[src/rtl/mcse_ahb_pkg.sv]
// mcse_ahb_pkg
// Shared AHB-Lite encodings and the requester state type used by the MCSE
// payload-bus to AHB requester bridge.
//   htrans_e     : AHB HTRANS encodings
//   HBURST_INCR8 : 8-beat incrementing burst
//   HSIZE_WORD   : 32-bit transfer size
//   HPROT_DATA_PRIV : data access, privileged
//   HRESP_OKAY / HRESP_ERROR : slave response codes
//   req_state_e  : requester state machine states
package mcse_ahb_pkg;

    typedef enum logic [1:0] {
        HTRANS_IDLE   = 2'b00,
        HTRANS_BUSY   = 2'b01,
        HTRANS_NONSEQ = 2'b10,
        HTRANS_SEQ    = 2'b11
    } htrans_e;

    localparam logic [2:0] HBURST_INCR8    = 3'b101;
    localparam logic [2:0] HSIZE_WORD      = 3'b010;
    localparam logic [3:0] HPROT_DATA_PRIV = 4'b0011;

    localparam logic [1:0] HRESP_OKAY  = 2'b00;
    localparam logic [1:0] HRESP_ERROR = 2'b01;

    typedef enum logic [2:0] {
        REQ_IDLE  = 3'd0,
        REQ_ADDR  = 3'd1,
        REQ_BURST = 3'd2,
        REQ_LAST  = 3'd3,
        REQ_DONE  = 3'd4,
        REQ_ERR   = 3'd5
    } req_state_e;

endpackage

[src/rtl/mcse_ahb_requester.sv]
// mcse_ahb_requester
// Bridges one MCSE payload-bus request into a single INCR8 word burst on an
// AHB-Lite requester port. Address and data phases overlap, wait states are
// honoured, and an ERROR response aborts the burst after the two-cycle
// response. Completion is a single-cycle bus_done pulse.
//
// Handshake: a request is taken only when the FSM is idle and bus_go is high
// on a rising clk edge; bus_go is ignored at all other times. An AHB address
// or data phase completes on a rising edge with I_hready high; while I_hready
// is low every AHB output and both beat counters hold.
//
// Ports
//   clk, rst_n        : clock, asynchronous active-low reset
//   bus_go            : request strobe (sampled in idle only)
//   bus_addr          : payload byte address (aligned down to 32 bytes)
//   bus_write         : write payload, beat n = bits [32n+31:32n]
//   bus_RW            : 1 = write, 0 = read
//   bus_done          : one-cycle completion pulse
//   bus_rdData        : assembled read payload, valid at bus_done
//   bus_err           : error flag of the last request
//   I_hrdata/I_hready/I_hresp : AHB response inputs
//   O_h*              : registered AHB requester outputs
//   dbg_state_o       : current requester state (req_state_e encoding)
module mcse_ahb_requester
    import mcse_ahb_pkg::*;
#(
    parameter int pAHB_DATA_WIDTH    = 32,
    parameter int pAHB_ADDR_WIDTH    = 32,
    parameter int pPAYLOAD_SIZE_BITS = 256,
    parameter int pAHB_HRESP_WIDTH   = 2,
    parameter int pAHB_BURST_WIDTH   = 3,
    parameter int pAHB_PROT_WIDTH    = 4,
    parameter int pAHB_SIZE_WIDTH    = 3,
    parameter int pAHB_TRANS_WIDTH   = 2
) (
    input  logic                          clk,
    input  logic                          rst_n,
    input  logic                          bus_go,
    input  logic [pAHB_ADDR_WIDTH-1:0]    bus_addr,
    input  logic [pPAYLOAD_SIZE_BITS-1:0] bus_write,
    input  logic                          bus_RW,
    output logic                          bus_done,
    output logic [pPAYLOAD_SIZE_BITS-1:0] bus_rdData,
    output logic                          bus_err,
    input  logic [pAHB_DATA_WIDTH-1:0]    I_hrdata,
    input  logic                          I_hready,
    input  logic [pAHB_HRESP_WIDTH-1:0]   I_hresp,
    output logic [pAHB_ADDR_WIDTH-1:0]    O_haddr,
    output logic [pAHB_BURST_WIDTH-1:0]   O_hburst,
    output logic                          O_hmastlock,
    output logic [pAHB_PROT_WIDTH-1:0]    O_hprot,
    output logic                          O_hnonsec,
    output logic [pAHB_SIZE_WIDTH-1:0]    O_hsize,
    output logic [pAHB_TRANS_WIDTH-1:0]   O_htrans,
    output logic [pAHB_DATA_WIDTH-1:0]    O_hwdata,
    output logic                          O_hwrite,
    output logic [2:0]                    dbg_state_o
);

    localparam int BEATS          = pPAYLOAD_SIZE_BITS / pAHB_DATA_WIDTH;
    localparam int CNT_W          = $clog2(BEATS);
    localparam int BYTES_PER_BEAT = pAHB_DATA_WIDTH / 8;
    localparam int BEAT_SHIFT     = $clog2(BYTES_PER_BEAT);

    localparam logic [CNT_W-1:0]           LAST_BEAT  = CNT_W'(BEATS - 1);
    localparam logic [pAHB_ADDR_WIDTH-1:0] ALIGN_MASK =
        pAHB_ADDR_WIDTH'(BEATS * BYTES_PER_BEAT - 1);

    // Burst control fields never change, so they are tied off.
    assign O_hburst    = pAHB_BURST_WIDTH'(HBURST_INCR8);
    assign O_hsize     = pAHB_SIZE_WIDTH'(HSIZE_WORD);
    assign O_hprot     = pAHB_PROT_WIDTH'(HPROT_DATA_PRIV);
    assign O_hnonsec   = 1'b0;
    assign O_hmastlock = 1'b0;

    req_state_e                    state_q,   state_d;
    logic [CNT_W-1:0]              acnt_q,    acnt_d;    // beat whose address is on the bus
    logic [CNT_W-1:0]              dcnt_q,    dcnt_d;    // beat whose data phase is active
    logic [pAHB_ADDR_WIDTH-1:0]    base_q,    base_d;
    logic [pPAYLOAD_SIZE_BITS-1:0] payload_q, payload_d;
    logic                          rw_q,      rw_d;
    logic [pAHB_ADDR_WIDTH-1:0]    haddr_q,   haddr_d;
    htrans_e                       htrans_q,  htrans_d;
    logic [pAHB_DATA_WIDTH-1:0]    hwdata_q,  hwdata_d;
    logic                          hwrite_q,  hwrite_d;
    logic                          done_q,    done_d;
    logic                          err_q,     err_d;
    logic [pPAYLOAD_SIZE_BITS-1:0] rdata_q,   rdata_d;

    logic [CNT_W-1:0]              acnt_nx;
    logic [pAHB_ADDR_WIDTH-1:0]    aligned_addr;
    logic                          resp_err;

    assign acnt_nx      = acnt_q + CNT_W'(1);
    assign aligned_addr = bus_addr & ~ALIGN_MASK;
    // Anything other than OKAY is handled as ERROR.
    assign resp_err     = (I_hresp != pAHB_HRESP_WIDTH'(HRESP_OKAY));

    always_comb begin
        state_d   = state_q;
        acnt_d    = acnt_q;
        dcnt_d    = dcnt_q;
        base_d    = base_q;
        payload_d = payload_q;
        rw_d      = rw_q;
        haddr_d   = haddr_q;
        htrans_d  = htrans_q;
        hwdata_d  = hwdata_q;
        hwrite_d  = hwrite_q;
        done_d    = 1'b0;
        err_d     = err_q;
        rdata_d   = rdata_q;

        case (state_q)
            REQ_IDLE: begin
                if (bus_go) begin
                    state_d   = REQ_ADDR;
                    base_d    = aligned_addr;
                    payload_d = bus_write;
                    rw_d      = bus_RW;
                    err_d     = 1'b0;
                    rdata_d   = '0;
                    haddr_d   = aligned_addr;
                    htrans_d  = HTRANS_NONSEQ;
                    hwrite_d  = bus_RW;
                    acnt_d    = '0;
                    dcnt_d    = '0;
                end
            end

            REQ_ADDR: begin
                // Beat 0 address accepted: its data phase opens and the
                // beat 1 address goes out in the same cycle.
                if (I_hready) begin
                    state_d  = REQ_BURST;
                    dcnt_d   = acnt_q;
                    acnt_d   = acnt_nx;
                    hwdata_d = payload_q[int'(acnt_q)*pAHB_DATA_WIDTH +: pAHB_DATA_WIDTH];
                    haddr_d  = base_q + (pAHB_ADDR_WIDTH'(acnt_nx) << BEAT_SHIFT);
                    htrans_d = HTRANS_SEQ;
                end
            end

            REQ_BURST: begin
                if (!I_hready) begin
                    // First cycle of a two-cycle error response: drop the
                    // pending address so the second cycle shows IDLE.
                    if (resp_err) begin
                        state_d  = REQ_ERR;
                        htrans_d = HTRANS_IDLE;
                    end
                end else begin
                    if (!rw_q) begin
                        rdata_d[int'(dcnt_q)*pAHB_DATA_WIDTH +: pAHB_DATA_WIDTH] = I_hrdata;
                    end
                    dcnt_d   = acnt_q;
                    hwdata_d = payload_q[int'(acnt_q)*pAHB_DATA_WIDTH +: pAHB_DATA_WIDTH];
                    if (acnt_q == LAST_BEAT) begin
                        state_d  = REQ_LAST;
                        htrans_d = HTRANS_IDLE;
                    end else begin
                        acnt_d   = acnt_nx;
                        haddr_d  = base_q + (pAHB_ADDR_WIDTH'(acnt_nx) << BEAT_SHIFT);
                        htrans_d = HTRANS_SEQ;
                    end
                end
            end

            REQ_LAST: begin
                if (!I_hready) begin
                    if (resp_err) begin
                        state_d  = REQ_ERR;
                        htrans_d = HTRANS_IDLE;
                    end
                end else begin
                    if (!rw_q) begin
                        rdata_d[int'(dcnt_q)*pAHB_DATA_WIDTH +: pAHB_DATA_WIDTH] = I_hrdata;
                    end
                    state_d = REQ_DONE;
                    done_d  = 1'b1;
                end
            end

            REQ_ERR: begin
                // Second error cycle completes with I_hready high.
                if (I_hready) begin
                    state_d = REQ_DONE;
                    done_d  = 1'b1;
                    err_d   = 1'b1;
                end
            end

            REQ_DONE: begin
                state_d = REQ_IDLE;
            end

            default: begin
                state_d  = REQ_IDLE;
                htrans_d = HTRANS_IDLE;
            end
        endcase
    end

    always_ff @(posedge clk or negedge rst_n) begin
        if (!rst_n) begin
            state_q   <= REQ_IDLE;
            acnt_q    <= '0;
            dcnt_q    <= '0;
            base_q    <= '0;
            payload_q <= '0;
            rw_q      <= 1'b0;
            haddr_q   <= '0;
            htrans_q  <= HTRANS_IDLE;
            hwdata_q  <= '0;
            hwrite_q  <= 1'b0;
            done_q    <= 1'b0;
            err_q     <= 1'b0;
            rdata_q   <= '0;
        end else begin
            state_q   <= state_d;
            acnt_q    <= acnt_d;
            dcnt_q    <= dcnt_d;
            base_q    <= base_d;
            payload_q <= payload_d;
            rw_q      <= rw_d;
            haddr_q   <= haddr_d;
            htrans_q  <= htrans_d;
            hwdata_q  <= hwdata_d;
            hwrite_q  <= hwrite_d;
            done_q    <= done_d;
            err_q     <= err_d;
            rdata_q   <= rdata_d;
        end
    end

    assign O_haddr     = haddr_q;
    assign O_htrans    = pAHB_TRANS_WIDTH'(htrans_q);
    assign O_hwdata    = hwdata_q;
    assign O_hwrite    = hwrite_q;
    assign bus_done    = done_q;
    assign bus_err     = err_q;
    assign bus_rdData  = rdata_q;
    assign dbg_state_o = state_q;

endmodule

[config.mk]
export PLATFORM = sky130hd
export DESIGN_NAME = mcse_ahb_requester
export DESIGN_NICKNAME = d
export VERILOG_FILES = /design/src/rtl/mcse_ahb_pkg.sv /design/src/rtl/mcse_ahb_requester.sv
export SDC_FILE = /design/constraint.sdc
export NUM_CORES = 1
export LEC_CHECK = 0
export CORE_AREA = 2 2 259 261
export DETAILED_ROUTE_END_ITERATION = 8
export DIE_AREA = 0 0 261 263
export GPL_TIMING_DRIVEN = 1
export PLACE_DENSITY = 0.65
export SYNTH_ARGS = -nofsm -noshare
export SYNTH_HDL_FRONTEND = slang
export SYNTH_SLANG_ARGS = --single-unit
[constraint.sdc]
create_clock -name clk -period 2.7 [get_ports clk]
set_input_delay 0.54 -clock clk [delete_from_list [all_inputs] [get_ports clk]]
set_output_delay 0.54 -clock clk [all_outputs]
set_load 0.02 [all_outputs]
---- After elaboration in Yosys (flattened, before gate mapping) ----
Index checks and enable logic that the tools add are counted.
operators by class
  bitwise gates (word level) .............. 1
  muxes and demuxes ....................... 37
  div/mod/pow operators ................... 0
  shift operators ......................... 3
  equal/unequal tests ..................... 16
  add/subtract/negate cells ............... 3
  multiply operators ...................... 0
  reductions and logical operators ........ 18
  magnitude comparators ................... 0
operators by type and width
  kind                       count
  $mux 256                   3
  $pmux 256 s2               1
  $bwmux 256                 1
  $shift 32x33->256 const A  1
  $shiftx 256x9->32          1
  $shiftx 32x33->256         1
  $mux 32                    4
  $pmux 32 s3                1
  $mux 3                     12
  $neg 8->33                 1
  $add 32x5->32              1
  $pmux 3 s5                 1
  $ne 2x2->1 const B         7
  $mux 2                     6
  $reduce_and 4->1           3
  $pmux 2 s5                 1
  $eq 3x3->1 const B         3
  $pmux 3 s3                 1
  $reduce_bool 2->1          4
  $reduce_or 2->1            4
  $eq 3x2->1 const B         2
  $pmux 3 s2                 1
  $reduce_and 3->1           2
  $reduce_and 5->1           1
  other kinds (10)           15
storage, ports and cells
  input bits .............................. 327
  memories ................................ 0
  bits in writable memories ............... 0
  ROM bits ................................ 0
  output and inout bits ................... 340
  register bits after elaboration ......... 617
  latch bits .............................. 0

---- Longest topological paths before layout ----
Gate-level depths: netlist (run 1).
  word-level depth ........................ 6
  mapped depth ............................ 8
  depth with buffers taken out ............ 7

---- Worst setup path before layout (run 1) ----
Ideal clock, no wire load.
  kind .................................... reg2reg
  start point ............................. reg dcnt_q[0]
  end point ............................... reg rdata_q[130], in the netlist bus_rdData[130]
  library setup time ...................... 121 ps
  data required time ...................... 2579 ps
  buffers on the path ..................... 1
  arrival time ............................ 2240 ps
  cell stages (with the launch flop) ...... 9
  path slack .............................. 339 ps
  cells stage by stage .................... dfrtp_1 > inv_1 > ha_1 > ha_1 > inv_1 > or4_1 > a21o_1 > buf_6 > a22o_1
between the ends
  cells in the longest elaborated chain, start to end .. 6
RTL lines
  what                                                            RTL line                                              RTL
  from (decl)                                                     mcse_ahb_requester.sv:78                              logic [CNT_W-1:0] dcnt_q, dcnt_d;
  from (signal assigned)                                          mcse_ahb_requester.sv:222                             dcnt_q <= dcnt_d;
  $neg 8->33 *                                                    mcse_ahb_requester.sv:154, mcse_ahb_requester.sv:177
  $shiftx 32x33->256 / $shift 32x33->256 (equally long branches)  mcse_ahb_requester.sv:154, mcse_ahb_requester.sv:177
  $bwmux 256 *                                                    mcse_ahb_requester.sv:154, mcse_ahb_requester.sv:177
  $mux 256 *                                                      mcse_ahb_requester.sv:153, mcse_ahb_requester.sv:176
  $mux 256 *                                                      mcse_ahb_requester.sv:170                             if (!I_hready) begin
  $pmux 256 s2 *                                                  mcse_ahb_requester.sv:114                             case (state_q)
  to (signal assigned)                                            mcse_ahb_requester.sv:232                             rdata_q <= rdata_d;
  to (decl)                                                       mcse_ahb_requester.sv:88                              logic [pPAYLOAD_SIZE_BITS-1:0] rdata_q, rdata_d;
Every way passes the cells marked *; elsewhere a longest branch is shown, timed or not. The select of a mux whose other input is x is not followed.
A chain may end at the register's enable or synchronous reset.

---- Worst setup path in the final report (run 1) ----
  start point ............................. reg dcnt_q[1]
  end point ............................... reg rdata_q[157], in the netlist bus_rdData[157]
The elaborated chain is that of the path after synthesis.

==> out/metrics.yaml, run 1 <==
status: "complete, no violations"
ys_top_cells_by_area: "dfrtp_1, mux2_2, a22o_1"
crit_fanout: 32
drive_gt1_share_pct: 23.2
async_flop_share_pct: 100
clkTransAtPathRegs_ns: 0.06
netlist_area_sq_um: 25200
cts_sinks: 612
min_period_ns: 2.59
fin_cells: 3253
period_share_pct: 96.0
grt_pass1_vias: 18400
p_leak_nw: 14.9
gp_congestion: 0.833
setup_viol: 0
overflow: 0
grt_max_degree: 79
tns_ns: 0
drtAntennaViolNets: 0
clk_latency_ns: 0.62
synth_enable_flop_cells: 0
netlist.area_leader.share_pct: 60.8
cts_made_buffers: 70
top_layer_used: "met5"
wire_per_inst_um: 24.7
cellPowerDensity_nw_per_um2: 1040
crit_type: "flip-flop to flip-flop"
area_delta_synth_final_pct: 39.7
firstDrtPassIters: 5
post_drt_via_cell_ratio: 5.44
ir_drop_mv: 0.664
grt_pass1_wl_um: 120000
crit_buf_inv: 3
clockBufferDepth: 3
dpl.cell_count: 3121
antenna_found_initial: 23
worstMarginPinSlew_ns: 1.08
ys_ff_latch: 612
critPathMaxStageDelay_ns: 0.60
tritoncts: "yes"
ys_types: 54
seq_area_frac_synth_pct: 60.8
cp.required_ns: 3.18
die_h_um: 263
synth_top_flop_cell: "dfrtp_1"
syn_inst: 1707
relSlewSlack_pct: 27.7
routedLengthMet1_um: 31100
rsz0062_at_grt: "false"
crit_path_start_kind: "flip-flop"
coreArea_sq_um: 65600
drv_cap: 0
port_buffers: 647
cpMaxStageDelayCell: "or4_1"
htreeDepth: 3
fp.dieW_um: 261
cp.arrival_ns: 3.07
vias: 17700
yosysMostFrequentCell: "dfrtp_1"
met2_length_um: 38500
grt_util_all_layers_pct: 23.1
num-nets-final: 2662
start_util_pct: 38.4
dieArea_sq_um: 68600
rows: 94
hold_path.class: "input pin to asynchronous set/reset pin"
cts-root-buf: "clkbuf_16"
io-pin-count: 667
ys_warn_count: 0
finClkSkew_ns: 0.0338
drt_wl_total_um: 80300
syn_avg_cell_area_sq_um: 14.8
path_cells: "inv_1 > ha_1 > ha_1 > inv_1 > or4_1 > a21o_1 > buf_12 > a22o_1"
fmax_mhz: 386
crit_path_end_kind: "flip-flop"
wl_met3_um: 7650
yosys.area.top_type: "dfrtp_1"
yosys-top-cells-count: "dfrtp_1, mux2_2, a22o_1, buf_2"
drc: 0
cp_top_family: "simple AND/OR/NAND/NOR gates"
drv_slew: 0
drtIter0Drc: 1344
hold_viol: 0
dp_hpwl_um: 57100
-- final cells by class --
cell class / count / area, sq um
diodes: 10 / 25.0
clock buffers: 99 / 2040
clock inverters: 22 / 277
fillers: 5345 / 30400
inverters: 9 / 33.8
multi-input cells: 921 / 8960
flip-flops and latches: 612 / 15300
well taps: 864 / 1080
repair buffers: 716 / 7450
-- cell families after synthesis --
logic type,share of synthesized area (%)
buf+inv,3.94
xor+xnor,0.0348
simple gates,2.06
fa+ha+maj,0.248
compound gates,12.0
other cells,0.0298
mux,20.9
flops,60.8
-- sequential cells by signal, summed over array words and instances, names as in the netlist --
register,count
O_htrans,2
bus_rdData,256
O_hwdata,32
base_q,27
O_hwrite,1
bus_done,1
O_haddr,28
dcnt_q,3
acnt_q,2
payload_q,256
dbg_state_o,3
bus_err,1
-- stage by stage --
step | hold WS, ns | power (mW) | utilization, % | cell area, sq um | setup WS, ns
finish | 0.479 | 36.7 | 53.6 | 35200 | 0.109
global route | 0.480 | 38.7 | 53.6 | 35200 | 0.00528
CTS | 0.463 | 37.1 | 53.6 | 35200 | 0.130
detailed placement | 0.481 | 27.4 | 50.0 | 32800 | 0.125
global placement | 0.481 | 26.9 | 50.0 | 32800 | 0.143
floorplan | 0.244 | 22.2 | - | 25200 | 0.339
-- placed cells by master, fill, tap and decap left out, types with 34 or more instances in the layout --
master | netlist | final
a21oi_1 | 64 | 64
a22o_1 | 245 | 245
a31oi_1 | 34 | 34
buf_12 | 0 | 36
clkbuf_16 | 0 | 71
clkdlybuf4s50_1 | 0 | 645
dfrtp_1 | 612 | 609
mux2_2 | 285 | 285
mux2i_1 | 60 | 60
mux4_2 | 64 | 64
nor2_1 | 35 | 34
-- metal layers --
layer	GRT usage (%)	up-vias
met5	0	-
met4	8.55	30
met3	8.16	170
met2	37.4	766
met1	28.4	9118
li1	-	7605
-- final timing paths --
| kind | start | to | slack [ns] | cells after the start |
|---|---|---|---|---|
| max in group asynchronous | rst_n | payload_q[172] | 1.28 | 4 |
| min in group clk | payload_q[149] | payload_q[149] | 0.50 | 1 |
| worst min register to register | payload_q[149] | payload_q[149] | 0.50 | 1 |
| worst min-delay path | rst_n | O_hwdata[5] | 0.48 | 2 |
| worst max register to register | dcnt_q[1] | bus_rdData[157] | 0.11 | 8 |
| worst max-delay path | dcnt_q[1] | bus_rdData[157] | 0.11 | 8 |
-- worst reg2reg max path: cells and delay by family (launching register included) --
family	cells	cell delay (ns)
compound gates	2	0.50
fa+ha+maj	2	0.58
buf+inv	3	0.36
flops	1	0.43
simple gates	1	0.60
-- report_power, final --
group / switching (mW) / internal (mW) / total [mW]
Clock: 3.85 / 5.68 / 9.53
Combinational: 6.30 / 6.94 / 13.2
Sequential: 1.75 / 12.2 / 13.9
-- timing repair --
item | 4_1_cts | 5_1_grt
setup buffers | 0 | 0
hold endpoints to repair | 37 | 0
gates resized for setup | 0 | 0
hold buffers | 1 | 0
No activity file was read; power rests on OpenSTA's default activity.
==> run 2: changes to the inputs <==
==> constraint.sdc (replaced) <==
create_clock -name clk -period 2.6 [get_ports clk]
set_input_delay 0.52 -clock clk [delete_from_list [all_inputs] [get_ports clk]]
set_output_delay 0.52 -clock clk [all_outputs]
set_load 0.02 [all_outputs]
==> out/metrics.yaml, run 2 (same netlist as run 1, synthesis figures left out) <==
hp-start: "I_hready"
relSlewSlack_pct: 53.0  # was 27.7%
drtAntennaViolNets: 0  # unchanged
drt_wl_total_um: 79800  # was 80300 um
worstHoldPathCells: 5
hold_end: "bus_err"
tns_ns: 0  # unchanged
status: "complete, no violations"  # unchanged
cellPowerDensity_nw_per_um2: 1090  # was 1040 nW/um^2
setup_viol: 0  # unchanged
ff2ff_setup_slack_ns: 0.1  # was 0.11 ns
grt_util_all_layers_pct: 22.9  # was 23.1%
r2r-start: "dcnt_q[0]"  # was dcnt_q[1]
finClkSkew_ns: 0.0247  # was 0.0338 ns
crit_path_start_kind: "flip-flop"  # unchanged
firstDrtPassIters: 5  # unchanged
cpMaxStageDelayCell: "clkdlybuf4s50_1"  # was or4_1
hold_path.class: "input pin to flip-flop"  # was input pin to asynchronous set/reset pin
critPathMaxStageDelay_ns: 0.68  # was 0.60 ns
clockBufferDepth: 3  # unchanged
rsz0062_at_grt: "false"  # unchanged
period_share_pct: 96.3
cts-root-buf: "clkbuf_16"  # unchanged
drv_cap: 0  # unchanged
cts_sinks: 612  # unchanged
crit_type: "flip-flop to output pin"  # was flip-flop to flip-flop
layout_common_cells: "clkdlybuf4s50_1, dfrtp_1, mux2_2, a22o_1, clkbuf_16"  # unchanged
drive_gt1_share_pct: 23.4  # was 23.2%
grt_pass1_vias: 18300  # was 18400
p_leak_nw: 15.0  # was 14.9 nW
seq_area_sq_um: 15300  # unchanged
htreeDepth: 3  # unchanged
fmax_mhz: 399
min_period_ns: 2.50
fillers: 5349  # was 5345
start_util_pct: 38.4  # unchanged
post_drt_via_cell_ratio: 5.43  # was 5.44
antenna_found_initial: 25  # was 23
multi_input_area_sq_um: 8960  # unchanged
cts_resized: 0  # unchanged
dp_hpwl_um: 56900  # was 57100 um
final_common_cell: "clkdlybuf4s50_1"  # unchanged
wire_per_inst_um: 24.4  # was 24.7 um
cts_made_buffers: 69  # was 70
vias: 17700  # about the same
ir_drop_mv: 0.585  # was 0.664 mV
dieArea_sq_um: 68600  # unchanged
clk_latency_ns: 0.59  # was 0.62 ns
clkTransAtPathRegs_ns: 0.06  # about the same
die_h_um: 263  # unchanged
reg2reg_to: "bus_rdData[150]"  # was bus_rdData[157]
final_area_sq_um: 35300  # was 35200 sq um
path_cells: "buf_4 > clkdlybuf4s50_1"  # was inv_1 > ha_1 > ha_1 > inv_1 > or4_1 > a21o_1 > buf_12 > a22o_1
rows: 94  # unchanged
dpl_cell_area_sq_um: 32900  # was 32800 sq um
gp_congestion: 0.834  # was 0.833
drv_slew: 0  # unchanged
tritoncts: "yes"  # unchanged
setup_ws_ns: 0.0969  # was 0.109 ns
grt_pass1_wl_um: 118000  # was 120000 um
post-place-ws_ns: 0.0641  # was 0.125 ns
drtIter0Drc: 1332  # was 1344
drc: 0  # unchanged
num-nets-final: 2669  # was 2662
io-pin-count: 667  # unchanged
reg2regPathDepth: 8  # unchanged
crit_path_end_kind: "output pin"  # was flip-flop
port_buffers: 647  # unchanged
grt_max_degree: 95  # was 79
worstMarginPinSlew_ns: 0.705  # was 1.08 ns
fp.dieW_um: 261  # unchanged
totalPowerFinal_mw: 38.4  # was 36.7 mW
hold_viol: 0  # unchanged
coreArea_sq_um: 65600  # unchanged
crit_fanout: 13  # was 32
cp.arrival_ns: 1.98  # was 3.07 ns
area_delta_synth_final_pct: 40.3  # was 39.7%
overflow: 0  # unchanged
cp.required_ns: 2.08  # was 3.18 ns
[run 2: timing repair]
item	in CTS	in global routing
setup buffers	0	1
endpoints found under the hold margin	43	0
endpoints found under the setup margin	0	35
hold buffers	1	0
[run 2: where the power goes]
part           total, mW  internal [mW]  switching, mW
sequential          14.4           12.6           1.80
combinational       13.8           7.29           6.54
clock               10.1           6.13           3.95
[run 2: critical path, delay by kind of cell (launching register included)]
kind | cells | cell delay, ns
buffers and inverters | 2 | 0.95
flip-flops | 1 | 0.44
[run 2: worst max path at each step]
stage	from	endpoint	slack [ns]	cells after the start
6_report	dbg_state_o[2]	dbg_state_o[2]	0.1	2
4_1_cts	dbg_state_o[2]	dbg_state_o[2]	0.05	2
2_1_floorplan	dcnt_q[0]	bus_rdData[130]	0.24	8
5_1_grt	dcnt_q[0]	bus_rdData[150]	0.03	8
3_5_place_dp	bus_go	bus_rdData[187]	0.06	6
3_3_place_gp	bus_go	bus_rdData[188]	0.11	6
[run 2: metrics by stage]
stage	instances	util [%]	hold WS (ns)
floorplan	1719	-	0.224
global placement	3128	50.2	0.481
detailed placement	3128	50.2	0.480
CTS	3253	53.8	0.384
global route	3260	53.8	0.450
finish	3263	53.8	0.443
[run 2: final cells by class]
cell class / count / area share, %
flip-flops and latches: 612 / 43.4
multi-input cells: 921 / 25.4
repair buffers: 724 / 21.3
clock buffers: 99 / 5.72
well taps: 864 / 3.06
clock inverters: 25 / 0.978
inverters: 9 / 0.0956
diodes: 9 / 0.0638
[run 2: routing by layer]
metal | vias up | track usage, % | wire, um
met5 | - | 0 | 178
met4 | 30 | 8.17 | 2250
met3 | 152 | 7.77 | 7900
met2 | 783 | 36.9 | 38300
met1 | 9139 | 28.6 | 31100
li1 | 7601 | - | -
